--- src/rtl/inst_cache_if.sv ---
`default_nettype none
// ============================================================================
// Module      : inst_cache_if
// Description : Bundle of fetcher-side and memory-controller-side signals
//               of the instruction cache.
//   Fetcher side   : wrong_jump, if_req, if_pc -> cache
//                    inst_valid, inst, inst_pc <- cache
//   Memory side    : fetch_enable, inst_addr <- cache
//                    mem_valid, mem_data -> cache
//   Modports       : slave  - the cache itself
//                    master - the environment (fetcher + memory controller)
// Revision    : 1.0 - initial release
// ============================================================================
interface inst_cache_if;
  logic        wrong_jump;
  logic        if_req;
  logic [31:0] if_pc;
  logic        inst_valid;
  logic [31:0] inst;
  logic [31:0] inst_pc;
  logic        fetch_enable;
  logic [31:0] inst_addr;
  logic        mem_valid;
  logic [31:0] mem_data;

  modport slave (
    input  wrong_jump, if_req, if_pc, mem_valid, mem_data,
    output inst_valid, inst, inst_pc, fetch_enable, inst_addr
  );

  modport master (
    output wrong_jump, if_req, if_pc, mem_valid, mem_data,
    input  inst_valid, inst, inst_pc, fetch_enable, inst_addr
  );
endinterface
`default_nettype wire

--- src/rtl/inst_cache.sv ---
`default_nettype none
// ============================================================================
// Module      : inst_cache
// Description : Direct-mapped, read-only, one-word-per-line instruction cache.
//               Hits return one cycle after the request; misses issue a single
//               word fetch, fill the line and forward the word unless a
//               mispredict arrived while the fill was outstanding.
// Ports       : clk   - clock, rising edge
//               rst_n - asynchronous active-low reset
//               rdy   - global enable; all state holds while low
//               bus   - inst_cache_if.slave (fetcher + memory controller)
// Parameters  : INDEX_BITS - line index width, 2**INDEX_BITS lines
// Revision    : 1.0 - initial release
// ============================================================================
module inst_cache #(
  parameter int INDEX_BITS = 6
) (
  input  logic        clk,
  input  logic        rst_n,
  input  logic        rdy,
  inst_cache_if.slave bus
);

  localparam int LINES = 1 << INDEX_BITS;
  localparam int TAG_W = 32 - INDEX_BITS - 2;

  typedef enum logic [0:0] {
    S_IDLE = 1'b0,
    S_MISS = 1'b1
  } state_t;

  state_t r_state, w_state_nxt;

  logic [LINES-1:0] r_line_valid;
  logic [TAG_W-1:0] r_tag_mem  [LINES];
  logic [31:0]      r_data_mem [LINES];

  logic        r_inst_valid,   w_inst_valid_nxt;
  logic [31:0] r_inst,         w_inst_nxt;
  logic [31:0] r_inst_pc,      w_inst_pc_nxt;
  logic        r_fetch_enable, w_fetch_enable_nxt;
  logic [31:0] r_inst_addr,    w_inst_addr_nxt;   // doubles as the miss pc
  logic        r_flushed,      w_flushed_nxt;
  logic        w_fill;

  logic [INDEX_BITS-1:0] w_req_idx, w_fill_idx;
  logic [TAG_W-1:0]      w_req_tag, w_fill_tag;
  logic                  w_hit;
  logic                  unused_pc_bits;

  assign w_req_idx  = bus.if_pc[INDEX_BITS+1:2];
  assign w_req_tag  = bus.if_pc[31:INDEX_BITS+2];
  assign w_fill_idx = r_inst_addr[INDEX_BITS+1:2];
  assign w_fill_tag = r_inst_addr[31:INDEX_BITS+2];
  assign w_hit      = r_line_valid[w_req_idx] && (r_tag_mem[w_req_idx] == w_req_tag);

  // byte offset within the word is irrelevant to a word cache
  assign unused_pc_bits = ^bus.if_pc[1:0];

  always_comb begin
    w_state_nxt        = r_state;
    w_inst_valid_nxt   = 1'b0;
    w_inst_nxt         = r_inst;
    w_inst_pc_nxt      = r_inst_pc;
    w_fetch_enable_nxt = r_fetch_enable;
    w_inst_addr_nxt    = r_inst_addr;
    w_flushed_nxt      = r_flushed;
    w_fill             = 1'b0;

    case (r_state)
      S_IDLE: begin
        if (!bus.wrong_jump && bus.if_req) begin
          if (w_hit) begin
            w_inst_valid_nxt = 1'b1;
            w_inst_nxt       = r_data_mem[w_req_idx];
            w_inst_pc_nxt    = {bus.if_pc[31:2], 2'b00};
          end else begin
            w_fetch_enable_nxt = 1'b1;
            w_inst_addr_nxt    = {bus.if_pc[31:2], 2'b00};
            w_state_nxt        = S_MISS;
          end
        end
      end

      S_MISS: begin
        // A mispredict cannot cancel the fetch; remember it so the word is
        // written into the line but not handed to the fetcher.
        if (bus.wrong_jump) begin
          w_flushed_nxt = 1'b1;
        end
        if (bus.mem_valid) begin
          w_fill             = 1'b1;
          w_fetch_enable_nxt = 1'b0;
          w_flushed_nxt      = 1'b0;
          w_state_nxt        = S_IDLE;
          if (!r_flushed && !bus.wrong_jump) begin
            w_inst_valid_nxt = 1'b1;
            w_inst_nxt       = bus.mem_data;
            w_inst_pc_nxt    = r_inst_addr;
          end
        end
      end

      default: w_state_nxt = S_IDLE;
    endcase
  end

  always_ff @(posedge clk or negedge rst_n) begin
    if (!rst_n) begin
      r_state        <= S_IDLE;
      r_line_valid   <= '0;
      r_inst_valid   <= 1'b0;
      r_inst         <= '0;
      r_inst_pc      <= '0;
      r_fetch_enable <= 1'b0;
      r_inst_addr    <= '0;
      r_flushed      <= 1'b0;
    end else if (rdy) begin
      r_state        <= w_state_nxt;
      r_inst_valid   <= w_inst_valid_nxt;
      r_inst         <= w_inst_nxt;
      r_inst_pc      <= w_inst_pc_nxt;
      r_fetch_enable <= w_fetch_enable_nxt;
      r_inst_addr    <= w_inst_addr_nxt;
      r_flushed      <= w_flushed_nxt;
      if (w_fill) begin
        r_line_valid[w_fill_idx] <= 1'b1;
      end
    end
  end

  // Tag/data arrays carry no reset; the valid bits guard them.
  always_ff @(posedge clk) begin
    if (rdy && w_fill) begin
      r_tag_mem[w_fill_idx]  <= w_fill_tag;
      r_data_mem[w_fill_idx] <= bus.mem_data;
    end
  end

  assign bus.inst_valid   = r_inst_valid;
  assign bus.inst         = r_inst;
  assign bus.inst_pc      = r_inst_pc;
  assign bus.fetch_enable = r_fetch_enable;
  assign bus.inst_addr    = r_inst_addr;

endmodule
`default_nettype wire

--- src/flat_wrapper.sv ---
// flat-port wrapper written by rule: the top's interface ports become plain ports
module inst_cache_flat 
#(
  parameter int INDEX_BITS = 6
)
  (clk, rst_n, rdy, bus_wrong_jump, bus_if_req, bus_if_pc, bus_mem_valid, bus_mem_data, bus_inst_valid, bus_inst, bus_inst_pc, bus_fetch_enable, bus_inst_addr);
  inst_cache_if bus_i ();
  input  logic clk;
  input  logic rst_n;
  input  logic rdy;
  input wire logic [$bits(bus_i.wrong_jump)-1:0] bus_wrong_jump;
  input wire logic [$bits(bus_i.if_req)-1:0] bus_if_req;
  input wire logic [$bits(bus_i.if_pc)-1:0] bus_if_pc;
  input wire logic [$bits(bus_i.mem_valid)-1:0] bus_mem_valid;
  input wire logic [$bits(bus_i.mem_data)-1:0] bus_mem_data;
  output wire logic [$bits(bus_i.inst_valid)-1:0] bus_inst_valid;
  output wire logic [$bits(bus_i.inst)-1:0] bus_inst;
  output wire logic [$bits(bus_i.inst_pc)-1:0] bus_inst_pc;
  output wire logic [$bits(bus_i.fetch_enable)-1:0] bus_fetch_enable;
  output wire logic [$bits(bus_i.inst_addr)-1:0] bus_inst_addr;
  assign bus_i.wrong_jump = bus_wrong_jump;
  assign bus_i.if_req = bus_if_req;
  assign bus_i.if_pc = bus_if_pc;
  assign bus_i.mem_valid = bus_mem_valid;
  assign bus_i.mem_data = bus_mem_data;
  assign bus_inst_valid = bus_i.inst_valid;
  assign bus_inst = bus_i.inst;
  assign bus_inst_pc = bus_i.inst_pc;
  assign bus_fetch_enable = bus_i.fetch_enable;
  assign bus_inst_addr = bus_i.inst_addr;
  inst_cache #(.INDEX_BITS(INDEX_BITS)) u_core (.clk(clk), .rst_n(rst_n), .rdy(rdy), .bus(bus_i));
endmodule
--- config.mk ---
export PLATFORM = sky130hd
export DESIGN_NAME = inst_cache_flat
export DESIGN_NICKNAME = d
export VERILOG_FILES = /design/src/rtl/inst_cache_if.sv /design/src/rtl/inst_cache.sv /design/src/flat_wrapper.sv
export SDC_FILE = /design/constraint.sdc
export NUM_CORES = 2
export LEC_CHECK = 0
export CAP_MARGIN = 25
export CELL_PAD_IN_SITES_DETAIL_PLACEMENT = 1
export CELL_PAD_IN_SITES_GLOBAL_PLACEMENT = 1
export CORE_MARGIN = 2
export CORE_UTILIZATION = 55
export DETAILED_ROUTE_END_ITERATION = 8
export PLACE_DENSITY_LB_ADDON = 0.3
export SYNTH_ARGS = -nofsm -noshare
export SYNTH_HDL_FRONTEND = slang
export SYNTH_SLANG_ARGS = --single-unit
--- constraint.sdc ---
create_clock -name clk -period 7.5 [get_ports clk]
set_input_delay 1.875 -clock clk [delete_from_list [all_inputs] [get_ports clk]]
set_output_delay 1.875 -clock clk [all_outputs]
set_load 0.03 [all_outputs]
### Word-level counts from Yosys, hierarchy flattened

Memories as Yosys holds them, arrays and structs flattened.
Index checks and enable logic that the tools add are counted.

| word-level totals | value |
|---|---|
| register bits after elaboration | 162 |
| bits in writable memories | 3,584 |
| input bits | 70 |
| output and inout bits | 98 |
| word-level logic and storage cells | 68 |
| memories | 2 |

| cells by class | value |
|---|---|
| order comparisons | 3 |
| equality and inequality tests | 6 |
| muxes and demuxes | 33 |
| bitwise operators | 3 |
| reduce and logical (&&, ||, !) cells | 13 |

Memory list:

| memory | words | bits a word | read ports | clocked after Yosys merged registers in | write ports | line | text |
|---|---|---|---|---|---|---|---|
| u_core.r_data_mem | 64 | 32 | 1 | 0 | 1 | inst_cache.sv:36 | `logic [31:0] r_data_mem [LINES];` |
| u_core.r_tag_mem | 64 | 24 | 1 | 0 | 1 | inst_cache.sv:35 | `logic [TAG_W-1:0] r_tag_mem [LINES];` |

Operators by type and width:

| kind | count |
|---|---|
| $mux 32 | 8 |
| $pmux 32 s2 | 2 |
| $or 64x64->64 | 1 |
| $eq 24x24->1 | 1 |
| $mux 1 | 18 |
| $lt 6x7->1 const B | 2 |
| $reduce_and 4->1 | 2 |
| $bmux 1 s6 | 1 |
| $demux 1 s6 | 1 |
| $ge 6x1->1 const B | 1 |
| $ne 2x2->1 const B | 3 |
| $pmux 1 s2 | 3 |
| $logic_and 1x1->1 | 5 |
| $reduce_and 5->1 | 1 |
| $ne 2x1->1 const B | 2 |
| $reduce_and 3->1 | 1 |
| $logic_not 1->1 | 2 |
| $not 1->1 | 2 |
| $reduce_and 2->1 | 1 |
| $reduce_bool 2->1 | 1 |

### Longest topological paths before layout

| depth | value |
|---|---|
| word-level depth | 6 |
| gate-level depth with buffers | 18 |
| depth with buffers taken out | 10 |

### Worst setup path before layout

No wires, ideal clock.

| path | value |
|---|---|
| kind | in2reg |
| start | in rdy |
| end | mem u_core.r_data_mem[30][0] (enable) |
| setup time | 0.471 ns |
| arrival time | 5.020 ns |
| required time | 7.029 ns |
| path slack | 2.009 ns |
| cell stages on the path | 4 |
| buffers on the path | 1 |
| cells stage by stage | and3_1 -> clkbuf_1 -> nand4b_1 -> nor2_1 |

| between the ends | value |
|---|---|
| word-level cells in the longest chain between the ends | 3 |

RTL lines:

| element | line | text |
|---|---|---|
| start: declaration | flat_wrapper.sv:10 | `input logic rdy;` |
| $logic_and 1x1->1 | inst_cache.sv:134 | `if (rdy && w_fill) begin` |
| $mux 1 | inst_cache.sv:134 |  |
| $mux 1 (not written as such) | inst_cache.sv:136 | `r_data_mem[w_fill_idx] <= bus.mem_data;` |
| end: declaration | inst_cache.sv:36 |  |

No other way between the ends.

### Worst setup path in the final report

| path | value |
|---|---|
| start | in bus_if_pc[2] |
| end | reg u_core.r_inst_addr[15], in the netlist u_core.bus.inst_addr[15] |

| between the ends | value |
|---|---|
| word-level cells in the longest chain between the ends | 5 |
| elaborated cells on any way between the ends | 7 |
| classes of those cells | 1 x eq/ne; 2 x mux; 1 x bitwise; 2 x reduce/logical; 1 x memory |

RTL lines:

| element | line | text |
|---|---|---|
| start: declaration | flat_wrapper.sv:13 | `input wire logic [$bits(bus_i.if_pc)-1:0] bus_if_pc;` |
| $mem_v2 64x24 / $bmux 1 s6 (equally long branches) | -- |  |
| $eq 24x24->1 / $mux 1 (equally long branches) | inst_cache.sv:55 | `assign w_hit = r_line_valid[w_req_idx] && (r_tag_mem[w_req_idx] == w_req_tag);` |
| $logic_and 1x1->1 * | inst_cache.sv:55 |  |
| $not 1->1 (no line) * | -- |  |
| $reduce_and 4->1 (no line) * | -- |  |
| end signal: assignment | inst_cache.sv:124 | `r_inst_addr <= w_inst_addr_nxt;` |
| end: declaration | inst_cache.sv:42 | `logic [31:0] r_inst_addr, w_inst_addr_nxt;` |

Every way passes the cells marked *; elsewhere a longest branch is shown, timed or not. The select of a mux whose other input is x is not followed.
A chain may end at the register's enable or synchronous reset.

==> impl_metrics.toml <==
[clock_tree]
postCtsSetupRepairBufs = 0
clk_pin_slew_worst_paths_ns = 0.06
clock_sinks = 3744
ctsRootBufferMaster = "clkbuf_16"
cts_max_path_buffers = 4
cts_tree = "done"
cts.hold.buffers_added = 0
cts.repair.resized = 0
clkLatencyLatePin_ns = 0.92
cts_buffers = 376
h-tree-depth = 5

[critical_path]
cp_cell_sequence = "buf_16 > buf_12 > mux2i_1 > a22oi_1 > a21oi_1 > o31ai_1 > o31ai_1 > xnor2_1 > a2111oi_2 > nand4_2 > o31ai_4 > buf_4 > mux2_1"
crit_path_start_kind = "input pin"
critPathMaxStageDelay_ns = 0.64
worst-setup-path-type = "in2reg"
cp_data_required_time_ns = 8.25
arrival_ns = 6.93
worst_path_max_delay_cell = "a2111oi_2"
cp_common_cell = "o31ai_1"
cp_max_fo = 89
end_kind = "flop"

[place]
gp_congestion = 0.803
hpwl_microns = 231000
place_inst = 9976
place_area_sq_um = 152000
port_buffers = 161

[grt]
grt_pass1_vias = 77700
grt_overflow_total = 0
grt_max_degree = 141
antenna_found_initial = 18
grt_first_pass_wirelength_microns = 607000
grtUsageTotal_pct = 32.9

[die]
num_io_pins = 168
core_region_area_sq_um = 260000
die_area_sq_um = 266000
die_w_microns = 516
start_util_pct = 55.4
die_h_microns = 516
row_count = 187

[detailed_routing]
vias = 75200
ant_nets = 0
drc = 0
wl_per_cell_microns = 40.9
first_iter_violations = 12200
drt-total-wl_microns = 437000
viasPerCell = 7.02
drtPass1Iterations = 5

[synth]
synth.cell_area_sq_um = 144000
yosysWarnings = 0
synth-seq-cells = 3744
avgSynthCellArea_sq_um = 22.5
synthFlopType = "edfxtp_1"
synthCells = 6401
seq_area_frac_synth_pct = 77.4
synthArstFlopShare_pct = 4.27
ys_types = 71
synth_edf_count = 3584

[timing]
fin_skew_ns = 0.0719
fmax_mhz = 162
rsz0062_at_grt = "no"
relSlewSlack_pct = 19.8
fin_crit_ns = 6.19
fin_crit_sh_pct = 82.5
setup_violations = 0
hold_viol_final = 0
tightest_slew_ns = 1.20
timing.final.max_slew_violations = 0
hold_slack_ns = 0.475
finalSetupTns_ns = 0

[finish]
final_cell_mix = "edfxtp_1 (3584), mux4_2 (874), clkbuf_16 (390)"
fin_cells = 10700
seqCellArea_sq_um = 112000
design_area_sq_um = 164000
finalNetCount = 6961
synthToLayoutAreaGrowth_pct = 14.0
multi_input_area_sq_um = 31200
final_common_cell = "edfxtp_1"
drive_gt1_share_pct = 28.6
nFillCells = 20800
final_core_util_pct = 63.2

[worst_hold_path]
hp-class = "reg2reg"

[power]
p_seq_share_pct = 51.5
peakVddDrop_v = 0.000225
p_switching_mw = 11.0
combinationalPowerShare_pct = 8.8
p_per_area_nw_per_um2 = 286
intPower_mw = 36.0
power.share.clock_pct = 39.7
leakagePower_nw = 53.2
p_sw_share_pct = 23.3

[outcome]
status = "finished, final reports clean"

[run]
cap_violations = 0
## sequential cells by signal, indices dropped and copies added (netlist names), 30 cells and up
name and count:
u_core.r_data_mem 2048, u_core.r_line_valid 64, u_core.r_tag_mem 1536, u_core.bus.inst 32
u_core.bus.inst_pc 30, u_core.bus.inst_addr 30
## synth_stat cells (17+ instances only)
master    number  area (sq um)
mux2_1        57           642
mux2i_1      358          3580
o21ai_0       27           135
nand2_1      101           379
clkbuf_1     160           601
dfrtp_1      160          4000
mux2_2       150          1690
nand3_1       72           360
inv_1         33           124
mux4_2       874         19700
buf_4         32           240
buf_6         24           270
edfxtp_1    3584        108000
a22oi_1      147          1100
a21oi_1       62           310
buf_2        110           551
o22ai_1       70           438
buf_1         25          93.8
nor2_1        73           274
or2_2         71           444
nand4_1       17           106
## cells by family (layout without fill, tap and decap cells)
logic type	Yosys count	in the layout	synth area share (%)
buf+inv	387	1180	1.32
other cells	1	11	0.00260
compound gates	382	382	1.84
xor+xnor	15	15	0.0911
simple gates	433	433	1.58
flops	3744	3744	77.4
mux	1439	1439	17.8
## worst max-delay path, delay by kind of cell
kind / cells / cell delay [ns]
AOI/OAI and AO/OA: 6 / 2.18
xor gates and xnor gates: 1 / 0.22
buffers and inverters: 3 / 1.36
and+or+nand+nor: 1 / 0.48
muxes: 2 / 0.57
## final cells by class
class	count	area share, %
Inverter	35	0.0876
Clock buffer	500	6.32
Timing Repair Buffer	461	2.97
Sequential cell	3744	67.9
Antenna cell	7	0.0107
Tap cell	3496	2.66
Multi-Input combinational cell	2273	19.0
Clock inverter	184	1.01
## power groups by stage
| stage | Combinational, mW | Clock [mW] | Sequential, mW |
|---|---|---|---|
| finish | 4.14 | 18.7 | 24.2 |
| global route | 4.31 | 19.5 | 24.2 |
| CTS | 3.82 | 18.8 | 24.4 |
| detailed placement | 3.78 | 0 | 24.8 |
| global placement | 3.62 | 0 | 24.7 |
| floorplan | 1.49 | 0 | 25.3 |
## metal layers
metal / global-route usage, % / vias to the layer above / part of all wire, %
met5: 0 / - / 0.018
met3: 7.33 / 1140 / 11
li1: - / 28000 / -
met1: 44.7 / 40300 / 36
met4: 14.7 / 10 / 5.0
met2: 51.7 / 5664 / 48
## stage by stage
step	total power, mW	setup WS (ns)
CTS	47.0	1.47
floorplan	26.7	2.01
detailed placement	28.6	0.565
global placement	28.4	0.663
global route	48.0	1.27
finish	47.0	1.31
## final timing paths
kind,from,end,slack (ns),depth (start not counted)
max,bus_if_pc[2],u_core.bus.inst_addr[15],1.31,13
min,u_core.r_line_valid[22],u_core.r_line_valid[22],0.47,1
max reg2reg,u_core.r_state,u_core.r_data_mem[62][11],2.45,4
min reg2reg,u_core.r_line_valid[22],u_core.r_line_valid[22],0.47,1
max in group asynchronous,rst_n,u_core.bus.inst_pc[5],5.22,2
min in group asynchronous,rst_n,u_core.bus.inst[21],0.91,1
(Power assumes the default switching activity.)
